`src/rtl/johnson_pkg.sv`:
```
// Shared definitions for the Johnson phase decoder: code width, FSM states
// and the legal-code table, where the array index is the phase.
package johnson_pkg;

   localparam int JC_W    = 4;
   localparam int PHASE_W = 3;
   localparam int N_PHASE = 8;

   typedef enum logic [1:0] {
      ST_UNLOCKED = 2'd0,
      ST_TRACK    = 2'd1,
      ST_LOCKED   = 2'd2,
      ST_FAULT    = 2'd3
   } jpd_state_e;

   localparam logic [JC_W-1:0] LEGAL_CODE [N_PHASE] = '{
      4'b0000, 4'b1000, 4'b1100, 4'b1110,
      4'b1111, 4'b0111, 4'b0011, 4'b0001
   };

endpackage

```
`src/rtl/johnson_code_decode.sv`:
```
// Combinational Johnson code lookup: flags legal codes and returns their phase.
module johnson_code_decode
   import johnson_pkg::*;
(
   input  logic [JC_W-1:0]    i_jc,
   output logic               o_legal,
   output logic [PHASE_W-1:0] o_phase
);

   always_comb begin
      o_legal = 1'b0;
      o_phase = '0;
      for (int i = 0; i < N_PHASE; i++) begin
         if (i_jc == LEGAL_CODE[i]) begin
            o_legal = 1'b1;
            o_phase = PHASE_W'(i);
         end
      end
   end

endmodule

```
`src/rtl/johnson_phase_decoder.sv`:
```
// Johnson counter phase decoder with lock/fault tracking and wrap detection.
// Defining JPD_REV_COUNT_EN builds the revolution counter; otherwise rev_cnt is 0.
module johnson_phase_decoder
   import johnson_pkg::*;
#(
   parameter int LOCK_CNT = 3,
   parameter int REV_W    = 8
) (
   input  logic               clk,
   input  logic               rst_n,
   input  logic [JC_W-1:0]    jc,
   input  logic               en,
   input  logic               clr,
   output logic [PHASE_W-1:0] phase,
   output logic [7:0]         phase_oh,
   output logic               phase_vld,
   output logic               locked,
   output logic               fault,
   output logic               wrap,
   output logic [REV_W-1:0]   rev_cnt
);

   localparam logic [3:0] LOCK_TGT = 4'(LOCK_CNT);

   jpd_state_e         r_state;
   jpd_state_e         w_state_nxt;
   logic [3:0]         r_good_cnt;
   logic [3:0]         w_good_cnt_nxt;
   logic [3:0]         w_good_inc;
   logic [PHASE_W-1:0] r_phase;
   logic [7:0]         r_phase_oh;
   logic               r_phase_vld;
   logic               r_locked;
   logic               r_fault;
   logic               r_wrap;

   logic               w_legal;
   logic [PHASE_W-1:0] w_dec_phase;
   logic [PHASE_W-1:0] w_phase_inc;
   logic               w_sample;
   logic               w_good;
   logic [PHASE_W-1:0] w_phase_nxt;
   logic               w_vld_nxt;
   logic [7:0]         w_oh_nxt;
   logic               w_wrap_nxt;

   johnson_code_decode u_decode (
      .i_jc    (jc),
      .o_legal (w_legal),
      .o_phase (w_dec_phase)
   );

   // The registered phase/valid pair doubles as the previous-sample history.
   assign w_sample    = en & ~clr;
   assign w_phase_inc = r_phase + 3'd1;
   assign w_good      = r_phase_vld & w_legal & (w_dec_phase == w_phase_inc);
   assign w_good_inc  = r_good_cnt + 4'd1;

   always_ff @(posedge clk) begin
      if (rst_n) begin
         r_state    <= ST_UNLOCKED;
         r_good_cnt <= '0;
      end else begin
         r_state    <= w_state_nxt;
         r_good_cnt <= w_good_cnt_nxt;
      end
   end

   always_comb begin
      w_state_nxt    = r_state;
      w_good_cnt_nxt = r_good_cnt;
      if (clr) begin
         w_state_nxt    = ST_UNLOCKED;
         w_good_cnt_nxt = '0;
      end else if (en) begin
         case (r_state)
            ST_UNLOCKED: begin
               if (w_legal) begin
                  w_state_nxt    = ST_TRACK;
                  w_good_cnt_nxt = '0;
               end
            end
            ST_TRACK: begin
               if (!w_good) begin
                  w_state_nxt    = ST_UNLOCKED;
                  w_good_cnt_nxt = '0;
               end else if (w_good_inc >= LOCK_TGT) begin
                  w_state_nxt    = ST_LOCKED;
                  w_good_cnt_nxt = '0;
               end else begin
                  w_good_cnt_nxt = w_good_inc;
               end
            end
            ST_LOCKED: begin
               if (!w_good) w_state_nxt = ST_FAULT;
            end
            default: w_state_nxt = r_state;
         endcase
      end
   end

   always_comb begin
      w_phase_nxt = (w_sample && w_legal) ? w_dec_phase : r_phase;
      w_vld_nxt   = w_sample ? w_legal : r_phase_vld;
      w_oh_nxt    = w_vld_nxt ? (8'b1 << w_phase_nxt) : 8'b0;
      w_wrap_nxt  = w_sample && (r_state == ST_LOCKED) && w_good
                    && (w_dec_phase == '0);
   end

   always_ff @(posedge clk) begin
      if (rst_n) begin
         r_phase     <= '0;
         r_phase_oh  <= '0;
         r_phase_vld <= 1'b0;
         r_locked    <= 1'b0;
         r_fault     <= 1'b0;
         r_wrap      <= 1'b0;
      end else begin
         r_phase     <= w_phase_nxt;
         r_phase_oh  <= w_oh_nxt;
         r_phase_vld <= w_vld_nxt;
         r_locked    <= (w_state_nxt == ST_LOCKED);
         r_fault     <= (w_state_nxt == ST_FAULT);
         r_wrap      <= w_wrap_nxt;
      end
   end

`ifdef JPD_REV_COUNT_EN
   logic [REV_W-1:0] r_rev_cnt;

   always_ff @(posedge clk) begin
      if (rst_n) begin
         r_rev_cnt <= '0;
      end else if (w_wrap_nxt) begin
         r_rev_cnt <= r_rev_cnt + 1'b1;
      end
   end

   assign rev_cnt = r_rev_cnt;
`else
   assign rev_cnt = '0;
`endif

   assign phase     = r_phase;
   assign phase_oh  = r_phase_oh;
   assign phase_vld = r_phase_vld;
   assign locked    = r_locked;
   assign fault     = r_fault;
   assign wrap      = r_wrap;

endmodule

```
`config.mk`:
```
export PLATFORM = sky130hd
export DESIGN_NAME = johnson_phase_decoder
export DESIGN_NICKNAME = d
export VERILOG_FILES = /design/src/rtl/johnson_pkg.sv /design/src/rtl/johnson_code_decode.sv /design/src/rtl/johnson_phase_decoder.sv
export SDC_FILE = /design/constraint.sdc
export NUM_CORES = 1
export LEC_CHECK = 0
export CAP_MARGIN = 20
export CORE_MARGIN = 1.5
export CORE_UTILIZATION = 30
export CTS_BUF_LIST = sky130_fd_sc_hd__clkbuf_16
export CTS_CLUSTER_SIZE = 20
export DETAILED_ROUTE_END_ITERATION = 16
export PLACE_DENSITY_LB_ADDON = 0.15
export SLEW_MARGIN = 30
export SYNTH_ARGS = -nofsm -noshare
export SYNTH_HDL_FRONTEND = slang
export SYNTH_SLANG_ARGS = --single-unit
```
`constraint.sdc`:
```
create_clock -name clk -period 5.3 [get_ports clk]
set_clock_uncertainty 0.05 [all_clocks]
set_input_delay 1.06 -clock clk [delete_from_list [all_inputs] [get_ports clk]]
set_output_delay 1.06 -clock clk [all_outputs]
set_load 0.005 [all_outputs]
```
==> out/results.txt, run 1 <==
For the number of global-route vias before repair, the log shows 887. The biggest area contributor in the post-synthesis netlist is sky130_fd_sc_hd__dfxtp_1. After synthesis, the most frequently instantiated cells are sky130_fd_sc_hd__dfxtp_1, sky130_fd_sc_hd__nor2_1, sky130_fd_sc_hd__nand2_1, sky130_fd_sc_hd__a21oi_1, sky130_fd_sc_hd__buf_4.

The met2 track demand over resource was 0.1869; the number of antenna violations at the first check in global routing was 0. TritonCTS built the clock tree. Wire length of the first global-routing pass: 4029 um. The instance area after placement is 0.001369 mm2, and the global routing usage on met1 is 0.1716. The tools report the kind of capture point of the worst setup path as a register.

The first routing iteration left 30 violations. The post-cts repair resize count came out at 0. The run gives 0.1216 as the total global-route track usage.

The count of vias placed by the detailed router came out at 944. For the portion of the post-synthesis area used by sequential elements, the log shows 0.3648. The layout overhead on the synthesized area is 25.62%, and the maximum clock rate is 310.0 MHz.

Counting tap cells, the placed design contains a total of 199 instances. The utilization of the core after routing was 0.3954; the initial cell density of the core was 0.3148. Among all flip-flop cells after synthesis, the most frequent one is sky130_fd_sc_hd__dfxtp_1. The logs give 1833 um for the detailed placement HPWL and 45 for the post-synthesis cell type count.

The class of the worst hold path is reg -> reg. In this run the worst path has a maximum fanout of 12. Summing every instance area after synthesis gives 0.001152 mm2. For the final number of max-transition violations, the log shows 0. The non-filler instance count after layout came out at 203. In the post-synthesis netlist, the biggest area contributors are sky130_fd_sc_hd__dfxtp_1, sky130_fd_sc_hd__nor2_1, sky130_fd_sc_hd__buf_4. The cell count after synthesis is 134. The cell sitting at the root of the clock tree is a sky130_fd_sc_hd__clkbuf_16.

The latest clock arrival within the worst-skew pair was 250 ps; the die area was 0.004222 mm2. Counting flops and latches in the post-synthesis netlist gives 21. Clock-pin slew was measured on the worst setup and hold paths at 50 ps. The leakage power was 0.5444 nW.

Area occupied by registers: 420.4 um2. The power density over the cells came out at 249.7 mW/mm2. For this run, the number of Yosys warnings is 0.

After detailed routing, the number of remaining DRC violations is 0. After routing the design area is 0.001448 mm2. Startpoint type of the worst setup path: a primary input. Proportion of netlist area held by the largest area contributor: 0.3648. Setup violations remaining at the end of the flow were counted as 0. Hold timing on the final database bottoms out at a slack of 450.4 ps.

Share of the clock period used by the worst path: 0.6087. The required time of the critical path was 5400 ps; the number of inserted diodes was 0. The flow ran to the end, and the final reports show no timing, DRC or antenna violations.

Maximum number of pins on one net before global-route repair: 13. The synthesized design contains 0 enable-type register cells. The async set-reset flop share out of synthesis is 0. The number of top-level design ports is 31, and the horizontal extent of the die is 64.98 um.

The number of port buffers is 22. The detailed-routing iteration count for the pre-antenna-repair pass came out at 5. After detailed routing, the average wire length per cell comes to 11.49 um. Measured along the y axis, the die boundary spans 64.98 um. Setup repair after global routing left no endpoint under its margin.

Buffers inserted to repair hold after CTS numbered 0. In the final design database the tool counted 167 nets. The headroom to the max-slew limit was 0.6364; the total of max-cap violations was 0. Worst supply voltage drop on vdd: 0.09370 mV.

Buffers added to address setup during post-CTS repair amount to 0. The met3 capacity usage during global routing is 0.02083. The final critical path time including I/O delays and setup works out to 3226 ps. The share of cells above drive strength 1 came out at 0.05161.

Dividing the synthesized area by the synthesized cell count gives 8.600 um2. The layer carrying the most global-route usage is met2. The region available for standard cell placement spans 0.003661 mm2.

For the pin with the worst max-slew slack, the measured transition is 544.4 ps. After floorplanning, the core was divided into 22 placement rows. The final layout contains routed wiring with a total length of 2333 um. In this run, CTS created clock tree buffers numbering 3.

The most common cell in the netlist was sky130_fd_sc_hd__dfxtp_1. The total negative slack for setup checks was 0 ps; the number of vias per cell after detailed routing was 4.650. The data arrival time of the critical path came out at 3320 ps. Summed over all layers, the global routing overflow is 0. The setup path with the least slack is of type in -> reg. The clock net in this run drives a total of 21 sinks. The tools report the H-tree level count as 1.

The run gives 649.4 um2 as the multi-input gate area in the final layout. The weighted congestion reported at the end of routability-driven placement came out at 0.7815. The count of nets left with antenna violations once routing finished came out at 0. The run gives 0 as the final count of hold timing violations. After filler insertion, the fill cell instance count of the layout stands at 379. Counting along the longest clock path gives a buffer depth of 2.
[layer usage]
layer	share of wire	wire length, um	up-vias
met2	0.46	1068	20
li1	-	-	498
met3	0.027	63	0
met1	0.51	1201	426
met5	0	0	-
met4	0	0	0
[per-stage QoR]
| stage | worst slack, ps | total power, W |
|---|---|---|
| detailed placement | 1828 | 0.0002118 |
| finish | 2074 | 0.0003614 |
| global route | 1931 | 0.0003772 |
| floorplan | 2556 | 0.0002003 |
| global placement | 1858 | 0.0002111 |
| CTS | 2087 | 0.0003653 |
[flip-flops by register name (all words and copies together) (netlist names)]
| register | cells |
|---|---|
| r_state | 2 |
| phase | 3 |
| locked | 1 |
| phase_vld | 1 |
| r_good_cnt | 4 |
| fault | 1 |
| wrap | 1 |
| phase_oh | 8 |
[critical path: stages]
cell	delay (ps)
sky130_fd_sc_hd__clkdlybuf4s50_1	710
sky130_fd_sc_hd__xor2_1	240
sky130_fd_sc_hd__a21oi_1	90
sky130_fd_sc_hd__or4b_4	570
sky130_fd_sc_hd__nor4_4	350
sky130_fd_sc_hd__a211oi_2	140
sky130_fd_sc_hd__nor2b_1	160
[cell usage in the layout, fill, tap and decap left out, types with 3 or more instances in the layout]
master and n:
sky130_fd_sc_hd__a21oi_1 9, sky130_fd_sc_hd__nor2b_1 3, sky130_fd_sc_hd__dfxtp_1 21, sky130_fd_sc_hd__nand2b_1 4
sky130_fd_sc_hd__clkbuf_16 3, sky130_fd_sc_hd__nor2_1 18, sky130_fd_sc_hd__o22ai_1 3, sky130_fd_sc_hd__inv_1 6
sky130_fd_sc_hd__nand2_1 11, sky130_fd_sc_hd__o21ai_0 3, sky130_fd_sc_hd__clkdlybuf4s50_1 22, sky130_fd_sc_hd__conb_1 8
sky130_fd_sc_hd__ha_1 3, sky130_fd_sc_hd__and3_1 4
[where the power goes]
part / switching [W] / leakage (nW) / internal [W]
Sequential: 0.00000276 / 0.170 / 0.000160
Combinational: 0.0000251 / 0.332 / 0.0000204
Clock: 0.0000527 / 0.0423 / 0.000100
[final timing paths]
path | from | to | slack [ps] | cells after the start
max | jc[0] | locked$_SDFF_PP0_ | 2070 | 7
max reg2reg | phase[0]$_SDFF_PP0_ | locked$_SDFF_PP0_ | 3090 | 7
min | r_good_cnt[3]$_SDFFE_PP0P_ | r_good_cnt[3]$_SDFFE_PP0P_ | 450 | 1
min reg2reg | r_good_cnt[3]$_SDFFE_PP0P_ | r_good_cnt[3]$_SDFFE_PP0P_ | 450 | 1
[area by class of cell]
class,instances,share of cell area
multi-input combinational,103,0.4486
sequential,21,0.2904
timing repair buffer,22,0.1521
clock buffer,3,0.05186
tap,48,0.04149
inverter,5,0.01296
clock inverter,1,0.002593
[cell families after synthesis]
| family | synth area share |
|---|---|
| adders and majority gates | 0.03258 |
| AOI/OAI and AO/OA | 0.1716 |
| buffers and inverters | 0.09446 |
| and+or+nand+nor | 0.2834 |
| muxes | 0.01954 |
| other | 0.003254 |
| xor gates and xnor gates | 0.03041 |
| DFF | 0.3648 |
No activity file was read; power rests on OpenSTA's default activity.
==> inputs of run 2 (changes only) <==
Clock period 5.3 ns to 3.35 ns, I/O delays scaled along.
==> out/results.txt, run 2 (same netlist as run 1, synthesis figures left out) <==
The most common cell after layout, fill and taps aside was sky130_fd_sc_hd__clkdlybuf4s50_1. The global route total overflow is 0 (unchanged). The tools report the startpoint type of the worst setup path as a primary input. The final number of max-transition violations is 0 (unchanged), and the number of top-level design ports is 31 (unchanged). The logs give 0.003661 mm2 (unchanged) for the core region area and 0.3978 (+0.002393) for the utilization of the core after routing. The tools report the final-layout fill cell count as 380 (+0.26%).

The die area was 0.004222 mm2 (unchanged). STA classifies the critical path endpoint as a register. The run gives 0.001376 mm2 (+0.55%) as the instance area after placement. The global routing usage on met1 is 0.1569 (-0.01476), and the post-cts repair resize count is 0 (unchanged). Buffer depth of the longest clock path: 2 (unchanged).

The wire length of the first global-routing pass was 4008 um (-0.52%); the total global-route track usage was 0.1195 (-0.002148). The capture point of the worst path was locked$_SDFF_PP0_. The flip-flop count of the largest register, all copies and words added came out at 8 (unchanged). For the count of vias placed by the detailed router, the log shows 977 (+3.5%). The logs give 1 (unchanged) for the H-tree level count and 3440 ps (-1960 ps) for the required time of the critical path.

The library cells used most frequently in the layout, excluding fill and tap cells, are sky130_fd_sc_hd__clkdlybuf4s50_1, sky130_fd_sc_hd__dfxtp_1, sky130_fd_sc_hd__nor2_1. The horizontal extent of the die is 64.98 um (unchanged), and the hold buffer count at cts is 0 (unchanged). The final standard cell area without fillers was 0.001456 mm2 (+0.61%); the clock-pin slew on the worst setup and hold paths was 50 ps (about the same).

The tools report the total negative slack for setup checks as 0 ps (unchanged). The class of the worst hold path was reg -> reg. The tools report the start point of the critical path as jc[1]. For the number of clock sinks, the log shows 21 (unchanged). The per-cell routed wire length works out to 11.55 um (+0.53%).

The tools report the detailed placement HPWL as 1891 um (+3.1%). For the met3 capacity usage during global routing, the log shows 0.02257 (+0.001736). The latest clock arrival within the worst-skew pair is 250 ps (about the same). Clock tree synthesis selected as its root buffer the cell sky130_fd_sc_hd__clkbuf_16. The tools report the number of antenna violations at the first check in global routing as 0 (unchanged).

The post-CTS setup repair buffer count came out at 0 (unchanged). The run gives 0 (unchanged) as the remaining design rule violation count. The tools report the final count of negative-setup-slack endpoints as 0 (unchanged).

The flow ran to the end, and the final reports show no timing, DRC or antenna violations. The share of cells above drive strength 1 was 0.06410 (+0.01249); the vertical extent of the die was 64.98 um (unchanged). The final count of hold timing violations was 0 (unchanged).

The share of the clock period used by the worst path is 0.8155. The tools report the number of nets with antenna violations after detailed routing as 0 (unchanged). The reg-to-reg critical path startpoint is phase[1]$_SDFF_PP0_. The endpoint identified for the worst register-to-register timing path is locked$_SDFF_PP0_.

The highest fanout seen on the critical path is 9 (-3), and the post-layout net count is 168 (+0.60%). The worst supply voltage drop on vdd was 0.3189 mV (+240%). The length in cells of the worst reg-to-reg path came out at 7 (unchanged). The number of vias per cell after detailed routing was 4.789 (+3.0%). For the met2 track demand over resource, the log shows 0.1997 (+0.01289). The power density over the cells works out to 394.4 mW/mm2 (+58%). The global routing stage identified its most utilized layer as met2. TritonCTS built the clock tree. The tools report the headroom to the max-slew limit as 0.6348 (-0.001563). The logs give 0.5478 nW (+0.62%) for the leakage power and 3 (unchanged) for the number of clock buffers inserted by TritonCTS.

The logs give 13 (unchanged) for the maximum number of pins on one net before global-route repair and 1180 ps (-1910 ps) for the slack of the worst reg-to-reg path. The number of core rows is 22 (unchanged), and the maximum clock rate is 366.0 MHz. The total of max-cap violations is 0 (unchanged), and the transition time at the pin with the least slew margin is 546.7 ps (+2.339 ps).

Number of port buffers: 22 (unchanged). Setup repair after global routing left no endpoint under its margin. The initial DRC count was 38 (+27%); the final critical path time including I/O delays and setup was 2732 ps. The run gives 4 (-1) as the detailed-routing iteration count for the pre-antenna-repair pass. Number of global-route vias before repair: 900 (+1.5%). The weighted congestion reported at the end of routability-driven placement came out at 0.9095 (+16%). The data arrival time of the critical path was 2820 ps (-500 ps). Aggregate routed wire length: 2357 um (+1.0%).

The tools report the initial cell density of the core as 0.3148 (unchanged). The critical path is of the in -> reg type. Number of inserted diodes: 0 (unchanged).

The layout overhead on the synthesized area is 26.38%.
==> run 2: final cells by class <==
| cell class | instances | area, um2 | area share |
|---|---|---|---|
| Tap cell | 48 | 60.06 | 0.04124 |
| Clock buffer | 3 | 75.07 | 0.05155 |
| Multi-Input combinational cell | 103 | 649.4 | 0.4459 |
| Inverter | 5 | 18.77 | 0.01289 |
| Timing Repair Buffer | 23 | 227.7 | 0.1564 |
| Clock inverter | 1 | 5.005 | 0.003436 |
| Sequential cell | 21 | 420.4 | 0.2887 |
==> run 2: per-stage QoR <==
stage	worst slack, ps	std cells	hold slack (ps)	total power [W]
after floorplan	996.2	141	418.7	0.0003169
after global placement	386.5	200	441.0	0.0003348
after detailed placement	347.8	200	442.7	0.0003355
after CTS	608.7	204	451.0	0.0005836
after global routing	465.7	204	478.6	0.0006017
final	618.1	204	451.6	0.0005745
==> run 2: layer usage <==
| metal | wire, um | share of wire |
|---|---|---|
| met5 | 0 | 0 |
| met3 | 92 | 0.039 |
| met2 | 1050 | 0.45 |
| met1 | 1183 | 0.50 |
| met4 | 31 | 0.013 |
==> run 2: worst max-delay path, cell delays in order <==
cell and delay (ps):
sky130_fd_sc_hd__clkdlybuf4s50_1 650, sky130_fd_sc_hd__xnor2_1 150, sky130_fd_sc_hd__and3_1 200, sky130_fd_sc_hd__or4b_4 540, sky130_fd_sc_hd__nor4_4 340, sky130_fd_sc_hd__a211oi_2 130, sky130_fd_sc_hd__nor2b_1 150
==> run 2: worst min path at each step <==
stage,from,to,slack (ps),depth (start not counted)
4_1_cts,r_good_cnt[2]$_SDFFE_PP0P_,r_good_cnt[2]$_SDFFE_PP0P_,450,1
6_report,r_good_cnt[2]$_SDFFE_PP0P_,r_good_cnt[2]$_SDFFE_PP0P_,450,1
3_3_place_gp,r_good_cnt[2]$_SDFFE_PP0P_,r_good_cnt[2]$_SDFFE_PP0P_,440,1
3_5_place_dp,r_good_cnt[2]$_SDFFE_PP0P_,r_good_cnt[2]$_SDFFE_PP0P_,440,1
5_1_grt,r_good_cnt[2]$_SDFFE_PP0P_,r_good_cnt[2]$_SDFFE_PP0P_,480,1
2_1_floorplan,r_good_cnt[3]$_SDFFE_PP0P_,r_good_cnt[3]$_SDFFE_PP0P_,420,1
==> run 2: report_power, final <==
part	internal [W]	leakage (nW)	switching, W
registers	0.000253	0.170	0.00000440
logic	0.0000329	0.337	0.0000391
clock network	0.000160	0.0409	0.0000848
total	0.000446	0.548	0.000128
